===== config.mk =====
export PLATFORM = sky130hd
export DESIGN_NAME = audio_decimator
export DESIGN_NICKNAME = d
export VERILOG_FILES = /design/src/rtl/audio_decimator_pkg.sv /design/src/rtl/audio_decimator_serial_divider.sv /design/src/rtl/audio_decimator.sv
export SDC_FILE = /design/constraint.sdc
export NUM_CORES = 1
export LEC_CHECK = 0
export BUFFER_PORTS_ARGS = -buffer_cell sky130_fd_sc_hd__buf_2
export CELL_PAD_IN_SITES_DETAIL_PLACEMENT = 1
export CELL_PAD_IN_SITES_GLOBAL_PLACEMENT = 1
export CORE_MARGIN = 8
export CORE_UTILIZATION = 30
export DETAILED_ROUTE_END_ITERATION = 10
export HOLD_SLACK_MARGIN = 0.03
export PLACE_DENSITY = 0.6
export SLEW_MARGIN = 20
export SYNTH_ARGS = -nofsm -noshare
export SYNTH_HDL_FRONTEND = slang
export SYNTH_HIERARCHICAL = 1
export SYNTH_SLANG_ARGS = --single-unit

===== constraint.sdc =====
create_clock -name clk -period 3.7 [get_ports clk]
set_clock_uncertainty 0.1 [all_clocks]
set_input_delay 0.185 -clock clk [delete_from_list [all_inputs] [get_ports clk]]
set_output_delay 0.185 -clock clk [all_outputs]
set_load 0.02 [all_outputs]

===== src/rtl/audio_decimator_pkg.sv =====
// rtl/audio_decimator_pkg.sv - shared constants and FSM encoding for audio_decimator
//
// Purpose: default timing/width constants and the decimator FSM state type.
// Ports: none (package).
package audio_decimator_pkg;

  // clk cycles per clk_audio half-period minus 1, for the two pixel clocks
  localparam int AUDIO_DIV_PAL  = 327;
  localparam int AUDIO_DIV_NTSC = 342;

  localparam int DEF_IN_WIDTH  = 18;
  localparam int DEF_OUT_WIDTH = 16;
  localparam int DEF_CNT_WIDTH = 10;
  localparam int DEF_ACC_WIDTH = 28;

  typedef enum logic [1:0] {
    ST_IDLE = 2'd0,
    ST_DIV  = 2'd1,
    ST_SAT  = 2'd2,
    ST_OUT  = 2'd3
  } dec_state_e;

  function automatic int default_audio_div(input bit ntsc);
    return ntsc ? AUDIO_DIV_NTSC : AUDIO_DIV_PAL;
  endfunction

endpackage


===== src/rtl/audio_decimator_serial_divider.sv =====
// rtl/audio_decimator_serial_divider.sv - restoring unsigned divider, one quotient bit per cycle
//
// Purpose: quotient = dividend / divisor in ACC_WIDTH cycles after start.
// Ports:
//   clk, reset_n     clock, synchronous active-low reset
//   start            load operands (ignored while busy)
//   dividend         unsigned ACC_WIDTH-bit dividend
//   divisor          unsigned CNT_WIDTH-bit divisor, must be nonzero
//   quotient         result register, final from the cycle after done
//   busy             iteration in progress
//   done             high during the last iteration cycle
module serial_divider #(
  parameter int ACC_WIDTH = 28,
  parameter int CNT_WIDTH = 10
) (
  input  logic                 clk,
  input  logic                 reset_n,
  input  logic                 start,
  input  logic [ACC_WIDTH-1:0] dividend,
  input  logic [CNT_WIDTH-1:0] divisor,
  output logic [ACC_WIDTH-1:0] quotient,
  output logic                 busy,
  output logic                 done
);

  localparam int BW = $clog2(ACC_WIDTH + 1);

  logic [ACC_WIDTH-1:0] quo_q, quo_d;
  logic [CNT_WIDTH-1:0] rem_q, rem_d, dsr_q, dsr_d;
  logic [BW-1:0]        bits_q, bits_d;
  logic                 busy_q, busy_d;
  logic [CNT_WIDTH:0]   rem_sh;
  logic                 ge;

  // The quotient register doubles as the dividend shift register: its MSB
  // feeds the partial remainder while the new quotient bit enters at the LSB.
  always_comb begin
    rem_sh = {rem_q, quo_q[ACC_WIDTH-1]};
    ge     = rem_sh >= {1'b0, dsr_q};
    quo_d  = quo_q;
    rem_d  = rem_q;
    dsr_d  = dsr_q;
    bits_d = bits_q;
    busy_d = busy_q;
    if (start && !busy_q) begin
      quo_d  = dividend;
      rem_d  = '0;
      dsr_d  = divisor;
      bits_d = BW'(ACC_WIDTH);
      busy_d = 1'b1;
    end else if (busy_q) begin
      quo_d  = {quo_q[ACC_WIDTH-2:0], ge};
      rem_d  = ge ? CNT_WIDTH'(rem_sh - {1'b0, dsr_q}) : rem_sh[CNT_WIDTH-1:0];
      bits_d = bits_q - BW'(1);
      if (bits_q == BW'(1)) busy_d = 1'b0;
    end
  end

  always_ff @(posedge clk) begin
    if (!reset_n) begin
      quo_q  <= '0;
      rem_q  <= '0;
      dsr_q  <= '0;
      bits_q <= '0;
      busy_q <= 1'b0;
    end else begin
      quo_q  <= quo_d;
      rem_q  <= rem_d;
      dsr_q  <= dsr_d;
      bits_q <= bits_d;
      busy_q <= busy_d;
    end
  end

  assign quotient = quo_q;
  assign busy     = busy_q;
  assign done     = busy_q && (bits_q == BW'(1));

endmodule


===== src/rtl/audio_decimator.sv =====
// rtl/audio_decimator.sv - box-car decimator producing clk_audio and a mono stereo sample word
//
// Purpose: averages strobed signed samples over each clk_audio period, divides
// by the sample count, rescales and presents {v,v} before the next rising edge.
// Ports:
//   clk, reset_n        pixel clock, synchronous active-low reset
//   sample_in           signed IN_WIDTH-bit sample, taken when sample_valid
//   sample_valid        sample accept strobe
//   mute                forces a zero word, sampled only at the update
//   clk_audio           registered audio clock, 2*(AUDIO_DIV+1) clk period
//   audio_sample_word   {left,right}, identical mono values
//   sample_strobe       one-cycle pulse on each word update
module audio_decimator
  import audio_decimator_pkg::*;
#(
  parameter int AUDIO_DIV = default_audio_div(1'b0),
  parameter int IN_WIDTH  = DEF_IN_WIDTH,
  parameter int OUT_WIDTH = DEF_OUT_WIDTH,
  parameter int CNT_WIDTH = DEF_CNT_WIDTH,
  parameter int ACC_WIDTH = DEF_ACC_WIDTH
) (
  input  logic                        clk,
  input  logic                        reset_n,
  input  logic signed [IN_WIDTH-1:0]  sample_in,
  input  logic                        sample_valid,
  input  logic                        mute,
  output logic                        clk_audio,
  output logic [2*OUT_WIDTH-1:0]      audio_sample_word,
  output logic                        sample_strobe
);

  localparam int DCW = $clog2(AUDIO_DIV + 1);
  localparam logic [ACC_WIDTH-1:0] POS_LIM = ACC_WIDTH'((1 << (IN_WIDTH - 1)) - 1);
  localparam logic [ACC_WIDTH-1:0] NEG_LIM = ACC_WIDTH'(1 << (IN_WIDTH - 1));

  logic [DCW-1:0]              div_cnt_q, div_cnt_d;
  logic                        clk_audio_q, clk_audio_d;
  logic signed [ACC_WIDTH-1:0] acc_q, acc_d, sample_ext;
  logic [CNT_WIDTH-1:0]        cnt_q, cnt_d;
  logic                        div_wrap, win_close, div_start, div_done, div_busy;
  logic [ACC_WIDTH-1:0]        acc_mag, quotient;
  logic [IN_WIDTH-1:0]         q_low, sat_full;
  logic [OUT_WIDTH-1:0]        sat_q;
  logic [2*OUT_WIDTH-1:0]      word_q;
  logic                        neg_q, rpt_q, strobe_q;
  dec_state_e                  state_q;

  assign div_wrap   = div_cnt_q == DCW'(AUDIO_DIV);
  // Window closes on the falling toggle, so the update lands in the low phase.
  assign win_close  = div_wrap && clk_audio_q;
  assign sample_ext = {{(ACC_WIDTH-IN_WIDTH){sample_in[IN_WIDTH-1]}}, sample_in};
  assign acc_mag    = acc_q[ACC_WIDTH-1] ? $unsigned(-acc_q) : $unsigned(acc_q);
  assign div_start  = win_close && (state_q == ST_IDLE) && (cnt_q != '0) && !div_busy;

  always_comb begin
    div_cnt_d   = div_wrap ? '0 : div_cnt_q + DCW'(1);
    clk_audio_d = div_wrap ? ~clk_audio_q : clk_audio_q;
    acc_d       = acc_q;
    cnt_d       = cnt_q;
    if (win_close) begin
      // A sample arriving in the close cycle opens the new window.
      acc_d = sample_valid ? sample_ext : '0;
      cnt_d = sample_valid ? CNT_WIDTH'(1) : '0;
    end else if (sample_valid && (cnt_q != '1)) begin
      acc_d = acc_q + sample_ext;
      cnt_d = cnt_q + CNT_WIDTH'(1);
    end
  end

  always_ff @(posedge clk) begin
    if (!reset_n) begin
      div_cnt_q   <= '0;
      clk_audio_q <= 1'b0;
      acc_q       <= '0;
      cnt_q       <= '0;
    end else begin
      div_cnt_q   <= div_cnt_d;
      clk_audio_q <= clk_audio_d;
      acc_q       <= acc_d;
      cnt_q       <= cnt_d;
    end
  end

  serial_divider #(
    .ACC_WIDTH(ACC_WIDTH),
    .CNT_WIDTH(CNT_WIDTH)
  ) u_div (
    .clk     (clk),
    .reset_n (reset_n),
    .start   (div_start),
    .dividend(acc_mag),
    .divisor (cnt_q),
    .quotient(quotient),
    .busy    (div_busy),
    .done    (div_done)
  );

  // Reapply sign (magnitude division truncates toward zero), clamp, then
  // keep the top OUT_WIDTH bits, which is an arithmetic right shift.
  always_comb begin
    q_low = quotient[IN_WIDTH-1:0];
    if (!neg_q) begin
      sat_full = (quotient > POS_LIM) ? {1'b0, {(IN_WIDTH-1){1'b1}}} : q_low;
    end else begin
      sat_full = (quotient > NEG_LIM) ? {1'b1, {(IN_WIDTH-1){1'b0}}} : IN_WIDTH'(0) - q_low;
    end
  end

  always_ff @(posedge clk) begin
    if (!reset_n) begin
      state_q  <= ST_IDLE;
      neg_q    <= 1'b0;
      rpt_q    <= 1'b0;
      sat_q    <= '0;
      word_q   <= '0;
      strobe_q <= 1'b0;
    end else begin
      strobe_q <= 1'b0;
      case (state_q)
        ST_IDLE: begin
          if (win_close) begin
            neg_q <= acc_q[ACC_WIDTH-1];
            if (cnt_q == '0) begin
              rpt_q   <= 1'b1;
              state_q <= ST_OUT;
            end else begin
              rpt_q   <= 1'b0;
              state_q <= ST_DIV;
            end
          end
        end
        ST_DIV: begin
          if (div_done) state_q <= ST_SAT;
        end
        ST_SAT: begin
          sat_q   <= sat_full[IN_WIDTH-1 -: OUT_WIDTH];
          state_q <= ST_OUT;
        end
        ST_OUT: begin
          strobe_q <= 1'b1;
          if (mute)       word_q <= '0;
          else if (!rpt_q) word_q <= {sat_q, sat_q};
          state_q <= ST_IDLE;
        end
        default: state_q <= ST_IDLE;
      endcase
    end
  end

  assign clk_audio         = clk_audio_q;
  assign audio_sample_word = word_q;
  assign sample_strobe     = strobe_q;

endmodule

==> results.txt, run 1 <==
Outcome: finished, final reports clean
Initial Util: 30.27%
Die height: 188.5 µm
Wire per inst: 16.61 µm
Num CTS Buffers: 17
Final min period: 3.507 ns
Total wire length: 25890 µm
CTS tree: built
Seq/Total Area, Yosys: 31.18%
DP HPWL: 18590 µm
Largest net degree at the start of global routing: 50
Hold Path End: u_div/quotient[21]
FF+latch count, synth: 139
Post-synth ARST share: 0%
Setup tns final: 0 ns
DRT iter0 DRCs: 273
Fin. max-slew vios: 0
Syn Nets: 1192
Critical path endpoint category: flip-flop
Setup-failing EPs final: 0
Crit-path max FO: 20
Post-Synthesis Cells: 1120
Initial antenna violation count: 0
Overflow after GRT: 0
H-tree depth: 4
CTS Root Cell: clkbuf_16
Pwr dens: 440.6 mW/mm²
Vias in the first global route: 8182
DRC: 0
Hold path depth: 2
Synthesized area per cell: 7.967 µm²
Setup WS post-layout: 0.1926 ns
Post-DRT Antenna Nets: 0
Netlist cell types: 66
Port-buffer cells: 55
Clk_lat worst skew: 0.43 ns
Overall power: 4542 µW
Crit path kind: reg -> reg
Required @ worst endpoint: 3.96 ns
Reg clk slew, reported paths: 0.07 ns
Worst slew margin: 46.02%
RSZ-0062 raised after global routing: no
Clock Sinks: 139
Worst Hold Class: in -> reg
Ys flop type: dfxtp_1
Yosys top cell by area: dfxtp_1
Die X: 188.5 µm
Total core area: 0.02948 mm²
Worst slew pin tran: 0.8097 ns
Final period utilization: 94.80%
Synth area leaders: dfxtp_1, ha_1, nand2_1, a21oi_1, xnor2_1
Row count: 63
Gpl congestion: 0.8368
First-pass GRT wire length: 43220 µm
Setup slack at placement: 0.1632 ns
Reg2reg end: sat_q[3]
Cell leakage power: 0.004345 µW
Synth Warn #: 6
Mapped cell area: 0.008924 mm²
Worst-case clock buffer depth: 2
Total track usage: 14.59%
Reg2reg path depth: 10
Top-area cell type share of the netlist area: 31.18%
Ports: 56
Max VDD drop: 0.3405 mV
RR Startpoint: u_div/quotient[2]
EDFF count, synth: 0
1st-pass router iterations: 6
Hold Path Origin: reset_n
Final hold violation count: 0
Max Cap Viol: 0
Synth-to-Final Area Change: 15.52%
Startpoint class of the critical path: flip-flop
Nets: 1228
F_max: 0.2851 GHz
Arrival time at the worst endpoint: 3.76 ns
Die area: 0.03552 mm²
FF-to-FF setup slack: 0.19 ns
DR vias: 8097
Layout cell share with drive strength beyond 1: 11.29%
Vias per std cell: 5.194
Antenna diodes: 0
## metrics by stage
stage                     instance area, µm²  hold WS (ns)  std cells  utilization [%]
after CTS                              10300        0.1144       1559            34.95
after global placement                  9542        0.3514       1511            32.37
after floorplan                         8924        0.2234       1120                -
final                                  10310        0.1288       1559            34.97
after detailed placement                9542        0.3572       1511            32.37
after global routing                   10310        0.1480       1559            34.97
## metal layers
metal	vias up	track usage, %	wire, µm	share of wire [%]
met5	-	0	0	0
met4	0	3.848	283	1.1
met3	15	2.588	899	3.5
met2	97	23.80	11920	46
met1	3897	19.54	12790	49
li1	4088	-	-	-
## critical path, cell delays in order, from the launching register on
cell and delay [ns]:
dfxtp_1 0.37, or4_4 0.59, or3_1 0.39, or4_4 0.46, or4_4 0.47, o31ai_4 0.23
nand2_4 0.19, buf_4 0.20, o31ai_1 0.19, a21oi_1 0.10, a21oi_1 0.14
## repair_timing
item | 4_1_cts | 5_1_grt
endpoints found under the setup margin | 0 | 7
hold endpoints to repair | 16 | 0
hold buffers | 16 | 0
setup buffers | 0 | 0
resized for setup | 0 | 1
## cell families after synthesis
family                     after synthesis  synth area share (%)
AOI/OAI and AO/OA                      330                 24.50
xor gates and xnor gates                69                 6.772
adders and majority gates               50                 7.179
buffers and inverters                  118                 5.833
DFF                                    139                 31.18
muxes                                   37                 4.164
and+or+nand+nor                        377                 20.37
## power by group
group | total [µW] | leakage (µW) | switching, µW | internal [µW]
combinational | 1090 | 0.00292 | 636 | 453
clock | 1750 | 0.000292 | 783 | 966
sequential | 1700 | 0.00113 | 102 | 1600
## cell usage in the layout, fill, tap and decap left out, types with 7 or more instances in the layout
cell / n
dfxtp_1: 139
nand2_1: 130
a21oi_1: 97
nor2_1: 90
o21ai_0: 75
buf_2: 55
ha_1: 48
xnor2_1: 47
mux2i_1: 36
inv_1: 35
nand3_1: 34
o211a_1: 30
buf_4: 25
nor3b_1: 23
xor2_1: 22
a31oi_1: 21
clkbuf_16: 17
a21boi_0: 16
dlygate4sd3_1: 16
nor3_1: 15
a21o_1: 15
o31ai_1: 12
nand4_1: 11
nand2b_1: 10
nor4_1: 9
and3_1: 9
nor2b_1: 8
or3_1: 7
and2_1: 7
o21a_1: 7
a311oi_1: 7
o311ai_0: 7
## sequential cells by signal (all words and copies together) (netlist names)
| register | count |
|---|---|
| state_q | 2 |
| cnt_q | 10 |
| rpt_q | 1 |
| u_div/quotient | 28 |
| audio_sample_word | 16 |
| div_cnt_q | 9 |
| u_div/busy | 1 |
| u_div/dsr_q | 10 |
| u_div/bits_q | 5 |
| sat_q | 16 |
| sample_strobe | 1 |
| clk_audio | 1 |
| neg_q | 1 |
| acc_q | 28 |
| u_div/rem_q | 10 |
## worst max path at each step
stage                      startpoint  slack [ns]  depth (start not counted)         to
finish              u_div/quotient[2]        0.19                         10   sat_q[3]
global route        u_div/quotient[2]       0.008                         10   sat_q[4]
CTS                 u_div/quotient[2]        0.12                         10   sat_q[3]
detailed placement  u_div/quotient[2]        0.16                         10   sat_q[3]
global placement    u_div/quotient[2]        0.19                         10   sat_q[3]
floorplan           u_div/quotient[2]        0.41                          9  sat_q[14]
## synthesized netlist by cell type (all sizes together), types with 15 or more instances
cell type,n
dfxtp,139
nand2,131
a21oi,99
nor2,90
o21ai,78
clkbuf,58
ha,48
xnor2,47
mux2i,36
inv,35
nand3,34
o211a,30
buf,23
nor3b,23
xor2,22
a31oi,21
a21boi,16
nor3,16
a21o,15
## area by class of cell
cell class | count | area, µm²
Inverter | 37 | 138.9
Timing Repair Buffer | 98 | 663.1
Tap cell | 390 | 488.0
Fill cell | 3572 | 19170
Clock buffer | 17 | 425.4
Multi-Input combinational cell | 863 | 5634
Sequential cell | 139 | 2783
Clock inverter | 15 | 176.4
Note: power is estimated with default switching activity, not from simulation.
==> inputs of run 2 (changes only) <==
==> constraint.sdc (replaced) <==
create_clock -name clk -period 4.3 [get_ports clk]
set_clock_uncertainty 0.1 [all_clocks]
set_input_delay 0.215 -clock clk [delete_from_list [all_inputs] [get_ports clk]]
set_output_delay 0.215 -clock clk [all_outputs]
set_load 0.02 [all_outputs]
==> run 2 against run 1 <==
  * Via count fell by 1.1%
  * Non-clock buffer count decreased by 16
  * Final area down 1.8%
  * Critical path depth shrank 1
  * Combinational power fell by 17%
  * Critical path type unchanged
==> results.txt, run 2 (synthesis results as in run 1) <==
Outcome: finished, final reports clean
Vias per std cell: 5.188
Required @ worst endpoint: 4.56 ns
Critical path endpoint category: flip-flop
Clock Sinks: 139
Ports: 56
Nets: 1212
Setup-failing EPs final: 0
Vias in the first global route: 8118
Final min period: 3.739 ns
Total wire length: 25320 µm
Worst slew pin tran: 0.8158 ns
CTS tree: built
Reg clk slew, reported paths: 0.08 ns
Total core area: 0.02948 mm²
Synth-to-Final Area Change: 13.45%
Commonest non-fill, non-tap cells in the layout: dfxtp_1, nand2_1, a21oi_1, nor2_1, o21ai_0
Worst slew margin: 45.11%
Overflow after GRT: 0
Setup WS post-layout: 0.5614 ns
Pwr dens: 374.7 mW/mm²
Fin. max-slew vios: 0
Final hold violation count: 0
Num CTS Buffers: 17
Crit-path max FO: 26
Final hold slack: 0.04216 ns
Clk_lat worst skew: 0.43 ns
Gpl congestion: 0.8344
Die area: 0.03552 mm²
RSZ-0062 raised after global routing: no
Layout cell share with drive strength beyond 1: 10.23%
Largest net degree at the start of global routing: 69
Worst-case clock buffer depth: 2
Worst Hold Class: in -> reg
Fillers: 3603
Initial antenna violation count: 0
Most common cell after layout, fill and taps aside: dfxtp_1
Design area: 0.01012 mm²
Row count: 63
Die X: 188.5 µm
CTS Root Cell: clkbuf_16
Post-DRT Antenna Nets: 0
Max VDD drop: 0.2621 mV
DR vias: 8005
Final period utilization: 86.94%
Initial Util: 30.27%
Arrival time at the worst endpoint: 4.00 ns
Setup bufs post-CTS: 0
Routing usage on met1: 19.79%
Die height: 188.5 µm
GR Layer Usage met3: 2.403%
GRT busiest layer: met2
Port-buffer cells: 55
Setup tns final: 0 ns
F_max: 0.2675 GHz
Area post-placement: 0.009412 mm²
Cell leakage power: 0.004238 µW
Antenna diodes: 0
Startpoint class of the critical path: flip-flop
DP HPWL: 18470 µm
H-tree depth: 4
Met2 usage: 22.68%
DRT iter0 DRCs: 311
1st-pass router iterations: 4
Setup slack at placement: 0.6350 ns
Max Cap Viol: 0
Wire per inst: 16.41 µm
DRC: 0
Total track usage: 14.36%
Crit path kind: reg -> reg
First-pass GRT wire length: 42780 µm
==> run 2: changes by cell type in the layout (fill, tap and decap cells not counted), sizes merged <==
cell,delta
buf,-14
clkinv,-2
clkinvlp,+2
dlygate4sd3,-2
bufinv,-1
clkbuf,+1
==> run 2: area by class of cell <==
cell class / count / area [µm²] / share of cell area, %
clock inverter: 14 / 125.1 / 1.236
timing repair buffer: 82 / 513.0 / 5.067
clock buffer: 18 / 439.2 / 4.338
multi-input combinational: 863 / 5637 / 55.68
sequential: 139 / 2783 / 27.49
inverter: 37 / 138.9 / 1.372
tap: 390 / 488.0 / 4.820
==> run 2: power breakdown <==
part	leakage, µW	switching (µW)	internal [µW]
Sequential	0.00113	96.4	1380
Clock	0.000272	642	776
Combinational	0.00284	531	370
==> run 2: metrics by stage <==
stage / total power, µW / util (%) / instances
after floorplan: 2141 / - / 1120
after global placement: 2384 / 31.92 / 1497
after detailed placement: 2397 / 31.92 / 1497
after CTS: 3839 / 34.31 / 1543
after global routing: 4025 / 34.34 / 1543
final: 3794 / 34.34 / 1543
==> run 2: timing repair <==
action / 4_1_cts / 5_1_grt
endpoints found under the hold margin: 14 / 0
hold buffers: 14 / 0
setup endpoints to repair: 0 / 0
resized for setup: 0 / 0
==> run 2: worst paths after layout <==
kind	from	to	slack [ns]	cells after the start
worst min-delay path	sample_in[8]	acc_q[8]	0.04	3
worst max-delay path	u_div/quotient[2]	sat_q[8]	0.56	9
worst min register to register	u_div/dsr_q[9]	u_div/dsr_q[9]	0.36	2
worst max register to register	u_div/quotient[2]	sat_q[8]	0.56	9
==> run 2: per-layer routing <==
metal,part of all wire [%],vias up
li1,-,4062
met1,51,3827
met2,45,93
met3,3.0,23
met4,1.5,0
met5,0,-
==> run 2: worst max-delay path, cell delays in order (launching register included) <==
cell,delay (ns)
dfxtp_1,0.36
or4_4,0.59
or3_1,0.48
or4_4,0.49
or4_4,0.47
o31ai_4,0.19
nand2_2,0.29
o311ai_0,0.40
o21ai_0,0.15
a21oi_1,0.15
